### src/rtl/cpu_ctrl_pkg.sv
// Shared definitions for the CPU run/clock controller: run-state encoding,
// speed shift table and the tick-period helper.
package cpu_ctrl_pkg;

  localparam logic [2:0] S_RESET = 3'd0;
  localparam logic [2:0] S_PAUSE = 3'd1;
  localparam logic [2:0] S_RUN   = 3'd2;
  localparam logic [2:0] S_STEP  = 3'd3;
  localparam logic [2:0] S_HALT  = 3'd4;

  typedef enum logic [2:0] {
    ST_RESET = S_RESET,
    ST_PAUSE = S_PAUSE,
    ST_RUN   = S_RUN,
    ST_STEP  = S_STEP,
    ST_HALT  = S_HALT
  } run_state_e;

  localparam int unsigned TICK_W = 32;

  // Right-shift applied to DIV for speed index 0..3
  localparam logic [3:0][2:0] SPEED_SHIFT = {3'd4, 3'd2, 3'd1, 3'd0};

  // Tick period for a speed index, never below one cycle
  function automatic logic [TICK_W-1:0] speed_period(input logic [TICK_W-1:0] div,
                                                     input logic [1:0]        sel);
    logic [TICK_W-1:0] p;
    p = div >> SPEED_SHIFT[sel];
    return (p == '0) ? TICK_W'(1) : p;
  endfunction

endpackage

### src/rtl/sw_debounce.sv
// Two-flop synchroniser plus debouncer for one raw switch; level follows the
// synchronised input once it has differed for DEB_CYCLES consecutive cycles.
module sw_debounce #(
  parameter int unsigned DEB_CYCLES = 1_000_000
) (
  input  logic clk,
  input  logic rst_n,
  input  logic raw,
  output logic level,
  output logic rise
);

  localparam int unsigned CW = (DEB_CYCLES > 1) ? $clog2(DEB_CYCLES) : 1;
  localparam logic [CW-1:0] CNT_LAST = CW'(DEB_CYCLES - 1);

  logic          r_s1;
  logic          r_s2;
  logic [CW-1:0] r_cnt;

  always_ff @(posedge clk or negedge rst_n) begin
    if (!rst_n) begin
      r_s1  <= 1'b0;
      r_s2  <= 1'b0;
      r_cnt <= '0;
      level <= 1'b0;
      rise  <= 1'b0;
    end else begin
      r_s1 <= raw;
      r_s2 <= r_s1;
      rise <= 1'b0;
      if (r_s2 != level) begin
        if (r_cnt == CNT_LAST) begin
          level <= r_s2;
          rise  <= r_s2;
          r_cnt <= '0;
        end else begin
          r_cnt <= r_cnt + CW'(1);
        end
      end else begin
        r_cnt <= '0;
      end
    end
  end

endmodule

### src/rtl/cpu_run_ctrl.sv
// Run/clock controller: conditions the board switches and sequences the CPU
// through reset, run, pause, single-step and halt using a one-cycle clock enable.
module cpu_run_ctrl
  import cpu_ctrl_pkg::*;
#(
  parameter int unsigned DIV        = 10_000_000,
  parameter int unsigned DEB_CYCLES = 1_000_000,
  parameter int unsigned CNT_W      = 32
) (
  input  logic             clk,
  input  logic             rst_n,
  input  logic             sw_go,
  input  logic             sw_rst,
  input  logic             sw_speed,
  input  logic             btn_step,
  input  logic             cpu_halt,
  output logic             cpu_ce,
  output logic             cpu_rst,
  output logic [1:0]       speed_sel,
  output logic [2:0]       run_state,
  output logic [CNT_W-1:0] ce_count
);

  logic w_go, w_go_rise;
  logic w_rst_sw, w_rst_rise;
  logic w_speed_lvl, w_speed_rise;
  logic w_step_lvl, w_step_rise;

  sw_debounce #(.DEB_CYCLES(DEB_CYCLES)) u_deb_go (
    .clk(clk), .rst_n(rst_n), .raw(sw_go), .level(w_go), .rise(w_go_rise));
  sw_debounce #(.DEB_CYCLES(DEB_CYCLES)) u_deb_rst (
    .clk(clk), .rst_n(rst_n), .raw(sw_rst), .level(w_rst_sw), .rise(w_rst_rise));
  sw_debounce #(.DEB_CYCLES(DEB_CYCLES)) u_deb_speed (
    .clk(clk), .rst_n(rst_n), .raw(sw_speed), .level(w_speed_lvl), .rise(w_speed_rise));
  sw_debounce #(.DEB_CYCLES(DEB_CYCLES)) u_deb_step (
    .clk(clk), .rst_n(rst_n), .raw(btn_step), .level(w_step_lvl), .rise(w_step_rise));

  // Debouncer outputs this controller has no use for
  logic w_unused_deb;
  assign w_unused_deb = &{1'b0, w_go_rise, w_rst_rise, w_speed_lvl, w_step_lvl};

  run_state_e        r_state;
  logic [TICK_W-1:0] r_tcnt;
  logic [TICK_W-1:0] w_period;
  logic              w_tick;

  assign w_period  = speed_period(TICK_W'(DIV), speed_sel);
  assign w_tick    = (r_state == ST_RUN) && (r_tcnt == (w_period - TICK_W'(1)));
  assign run_state = r_state;

  always_ff @(posedge clk or negedge rst_n) begin
    if (!rst_n) begin
      r_state   <= ST_RESET;
      r_tcnt    <= '0;
      cpu_ce    <= 1'b0;
      cpu_rst   <= 1'b1;
      speed_sel <= 2'd0;
      ce_count  <= '0;
    end else begin
      if (w_speed_rise) begin
        speed_sel <= speed_sel + 2'd1;
      end

      // Tick counter only advances while running; a speed change restarts it
      if (w_speed_rise || (r_state != ST_RUN) || w_tick) begin
        r_tcnt <= '0;
      end else begin
        r_tcnt <= r_tcnt + TICK_W'(1);
      end

      if (r_state == ST_RESET) begin
        ce_count <= '0;
      end else if (cpu_ce) begin
        ce_count <= ce_count + CNT_W'(1);
      end

      cpu_ce  <= 1'b0;
      cpu_rst <= 1'b0;
      if (w_rst_sw) begin
        r_state <= ST_RESET;
        cpu_rst <= 1'b1;
      end else begin
        case (r_state)
          ST_RESET: r_state <= w_go ? ST_RUN : ST_PAUSE;
          ST_RUN: begin
            if (cpu_halt) begin
              r_state <= ST_HALT;
            end else begin
              cpu_ce <= w_tick;
              if (!w_go) r_state <= ST_PAUSE;
            end
          end
          ST_PAUSE: begin
            if (w_go) begin
              r_state <= ST_RUN;
            end else if (w_step_rise) begin
              r_state <= ST_STEP;
              cpu_ce  <= 1'b1;
            end
          end
          ST_STEP:  r_state <= w_go ? ST_RUN : ST_PAUSE;
          ST_HALT:  r_state <= ST_HALT;
          default:  r_state <= ST_RESET;
        endcase
      end
    end
  end

endmodule
### config.mk
export PLATFORM = sky130hd
export DESIGN_NAME = cpu_run_ctrl
export DESIGN_NICKNAME = d
export VERILOG_FILES = /design/src/rtl/cpu_ctrl_pkg.sv /design/src/rtl/sw_debounce.sv /design/src/rtl/cpu_run_ctrl.sv
export SDC_FILE = /design/constraint.sdc
export NUM_CORES = 1
export LEC_CHECK = 0
export CORE_MARGIN = 8
export CORE_UTILIZATION = 40
export CTS_CLUSTER_SIZE = 20
export DETAILED_ROUTE_END_ITERATION = 6
export DONT_BUFFER_PORTS = 1
export HOLD_SLACK_MARGIN = 0.15
export PLACE_DENSITY = 0.53
export SYNTH_ARGS = -nofsm -noshare
export SYNTH_HDL_FRONTEND = slang
export SYNTH_SLANG_ARGS = --single-unit
### constraint.sdc
create_clock -name clk -period 4.4 [get_ports clk]
set_input_delay 0.66 -clock clk [delete_from_list [all_inputs] [get_ports clk]]
set_output_delay 0.66 -clock clk [all_outputs]
set_load 0.05 [all_outputs]
==> impl_metrics.csv <==
group,metric,value,unit
run_status,outcome,"complete, but fails checks",
run_status,violations,"negative hold slack",
layout,nets,838,
sta,clock.fmax,290,MHz
synth,synthTopCellsByArea,"dfrtp_1 (51%), xor2_1 (9.8%), nor2_1 (6.9%)",
synth,synth_top_cell_area_share,50.6,%
layout,layoutNonFillerInstCount,1099,
critical_path,path_cells,"inv_1, ha_1, nand3_1, ha_1, xnor2_1, nor3_1, nand4_1, o31ai_4, nor2_1",
synth,synth_area,8110,sq um
drt,num_vias,5699,
synth,synth-adder-area-share,2.32,%
power_and_ir_drop,peakVddDrop,249,uV
synth,yosysTopAreaCell,"dfrtp_1",
sta,final_max_slew_viol_count,0,
clocking,root_buffer,"clkbuf_16",
synth,synth_top_family_by_area,"simple AND/OR/NAND/NOR gates",
clocking,numCtsBuffers,17,
sta,hold_viol_final,164,
place,portBuffers,0,
sta,rsz0062_at_grt,"false",
clocking,cts_sinks,165,
synth,yosysWarnings,0,
place,globalplace.congestion,0.841,
synth,synth-xor-area-share,15.1,%
critical_path,r2r_setup_slack,950,ps
drt,wl_per_cell,14.8,um
place,dp.cells,1067,
layout,utilization,44.6,%
clocking,cts-htree-levels,4,
synth,synth_area_per_cell,9.93,sq um
sta,final.setup.tns,0,ps
floorplan,die_x,158,um
synth,synth_fp_nets,838,
synth,synthSimpleGateAreaFrac,26.4,%
synth,post-synth-top-count-cell,"dfrtp_1",
layout,drive_gt1_share,6.03,%
global_route,grt_use_total,13.7,%
clocking,cts_tree,"built",
power_and_ir_drop,p_leak,3.85,nW
critical_path,crit_path_end_kind,"flop",
synth,muxShareOfSynthArea,0.818,%
sta,slew_headroom,36.2,%
clocking,ctsResizeCount,0,
drt,viasPerCell,5.19,
critical_path,crit_slowest_cell,"o31ai_4",
clocking,post_cts_buffers,0,
synth,postSynthCellCount,816,
floorplan,row_count,52,
sta,tightest_slew,957,ps
drt,ant_nets,0,
sta,setup_ws,946,ps
place,place_ws,891,ps
global_route,grt_pass1_wl,27.7,mm
place,dp_hpwl,11.1,mm
critical_path,r2r-end,"r_tcnt[21]",
critical_path,path_common_cell,"ha_1",
synth,synth_edf_count,0,
clocking,worst_skew_pair.late_latency,430,ps
synth,synth_top_flop_cell,"dfrtp_1",
floorplan,ios,46,
clocking,clockBufferDepth,2,
synth,ys_top_cells_by_count,"dfrtp_1 (164), nor2_1 (150), xor2_1 (91)",
critical_path,crit_buf_inv,1,
sta,setup_viol,0,
clocking,clk_pin_slew_worst_paths,60,ps
layout,fill_cells,1940,
synth,synth_seq_area_share,50.9,%
critical_path,crit_type,"reg -> reg",
sta,holdWs,-67.6,ps
critical_path,critical_path_required,4660,ps
critical_path,reg2reg_depth,9,
drt,drc,0,
flow_run,max_cap_violations,0,
global_route,antenna_found_initial,0,
synth,synth_seq_cells,165,
floorplan,die_y,158,um
sta,finalCriticalPeriod,3450,ps
synth,yosysUniqueCellTypes,42,
hold_path,hold_class,"in -> async",
synth,synthArstFlopShare,100,%
sta,finalClockSkew,11.5,ps
power_and_ir_drop,p_total,0.00305,W
floorplan,start_util,40.5,%
global_route,grt_max_degree,166,
global_route,grt_pass1_vias,5709,
power_and_ir_drop,power.density,341,nW/um^2
critical_path,r2r_start,"speed_sel[0]",
critical_path,crit_arrival,3710,ps
critical_path,setup.worst_path.start_class,"flop",
drt,drt_iter0_markers,415,
drt,dr.pass1.iters,4,
global_route,gr-total-overflow,0,
sta,fin_crit_sh,78.5,%
critical_path,cp_top_family,"compound AO/OA/AOI/OAI gates",
drt,wirelength,16.2,mm
layout,area_growth_syn_to_layout,10.4,%
floorplan,core_area,20000,sq um
critical_path,crit_fanout,24,
floorplan,die_area,25100,sq um
synth,synth-compound-area-share,2.55,%
layout,diodes,0,
critical_path,max_stage_delay,860,ps
## per-layer routing
metal	vias up	part of all wire (%)	global-route usage (%)
li1	2810	-	-
met3	21	4.6	3.88
met4	0	1.7	5.34
met5	-	0	0
met2	70	47	22.3
met1	2798	47	16.9
## through the flow
stage          hold slack, ps  cell area (sq um)
6_report                -67.6               8950
5_1_grt                  -106               8950
4_1_cts                 -95.7               8950
3_5_place_dp              336               8360
3_3_place_gp              333               8360
2_1_floorplan             331               8110
## cell usage in the layout (no fill, tap or decap), drive strengths merged, types with 2 or more instances in the layout
cell type  instances
nor2             150
ha                15
nor4              18
clkbuf            18
o21ai             13
nand4             42
nand3             55
and4              11
a21oi             12
and3              28
dfrtp            164
or2                5
xor2              91
o211ai             2
and2               6
o22ai              2
nand2             47
and3b              3
inv               17
nand2b             4
clkinv             7
nor2b              2
clkinvlp           2
nor3              22
bufinv             2
nor3b              6
nor4b              8
mux2               5
or3               11
xnor2             49
## cell families after synthesis
kind of cell	after synthesis
simple gates	422
flops	165
mux	6
buf+inv	34
compound gates	34
fa+ha+maj	15
xor+xnor	140
## final cells by class
cell class / instances / area, sq um / area share [%]
timing repair buffer: 1 / 7.51 / 0.0839
clock buffer: 18 / 439 / 4.91
inverter: 14 / 52.6 / 0.587
multi-input combinational: 617 / 3830 / 42.8
clock inverter: 14 / 151 / 1.69
tap: 270 / 338 / 3.78
sequential: 165 / 4130 / 46.2
## registers in the layout, indices dropped and copies added, names as in the netlist, 2 cells and up
name               flops
u_deb_speed.r_cnt     20
ce_count              32
r_tcnt                32
u_deb_rst.r_cnt       20
run_state              3
u_deb_go.r_cnt        20
u_deb_step.r_cnt      20
speed_sel              2
## worst register-to-register path, stage by stage, from the launching register on
cell	delay [ps]
dfrtp_1	830
inv_1	240
ha_1	370
nand3_1	150
ha_1	260
xnor2_1	130
nor3_1	130
nand4_1	200
o31ai_4	860
nor2_1	130
## power breakdown
group	leakage, nW	internal (W)	total [W]	switching (W)
logic	1.29	0.0000107	0.0000297	0.0000191
clock network	0.287	0.000856	0.00148	0.000622
registers	2.27	0.00153	0.00154	0.0000118
## worst max-delay path by stage
stage / from / to / slack (ps) / depth (start not counted)
after floorplan: speed_sel[0] / r_tcnt[7] / 1700 / 10
after global placement: speed_sel[0] / r_tcnt[15] / 1060 / 9
after detailed placement: speed_sel[0] / r_tcnt[21] / 890 / 9
after CTS: speed_sel[0] / r_tcnt[21] / 910 / 9
after global routing: speed_sel[0] / r_tcnt[18] / 660 / 9
final: speed_sel[0] / r_tcnt[21] / 950 / 9
Power figures use the tool's default switching activity.
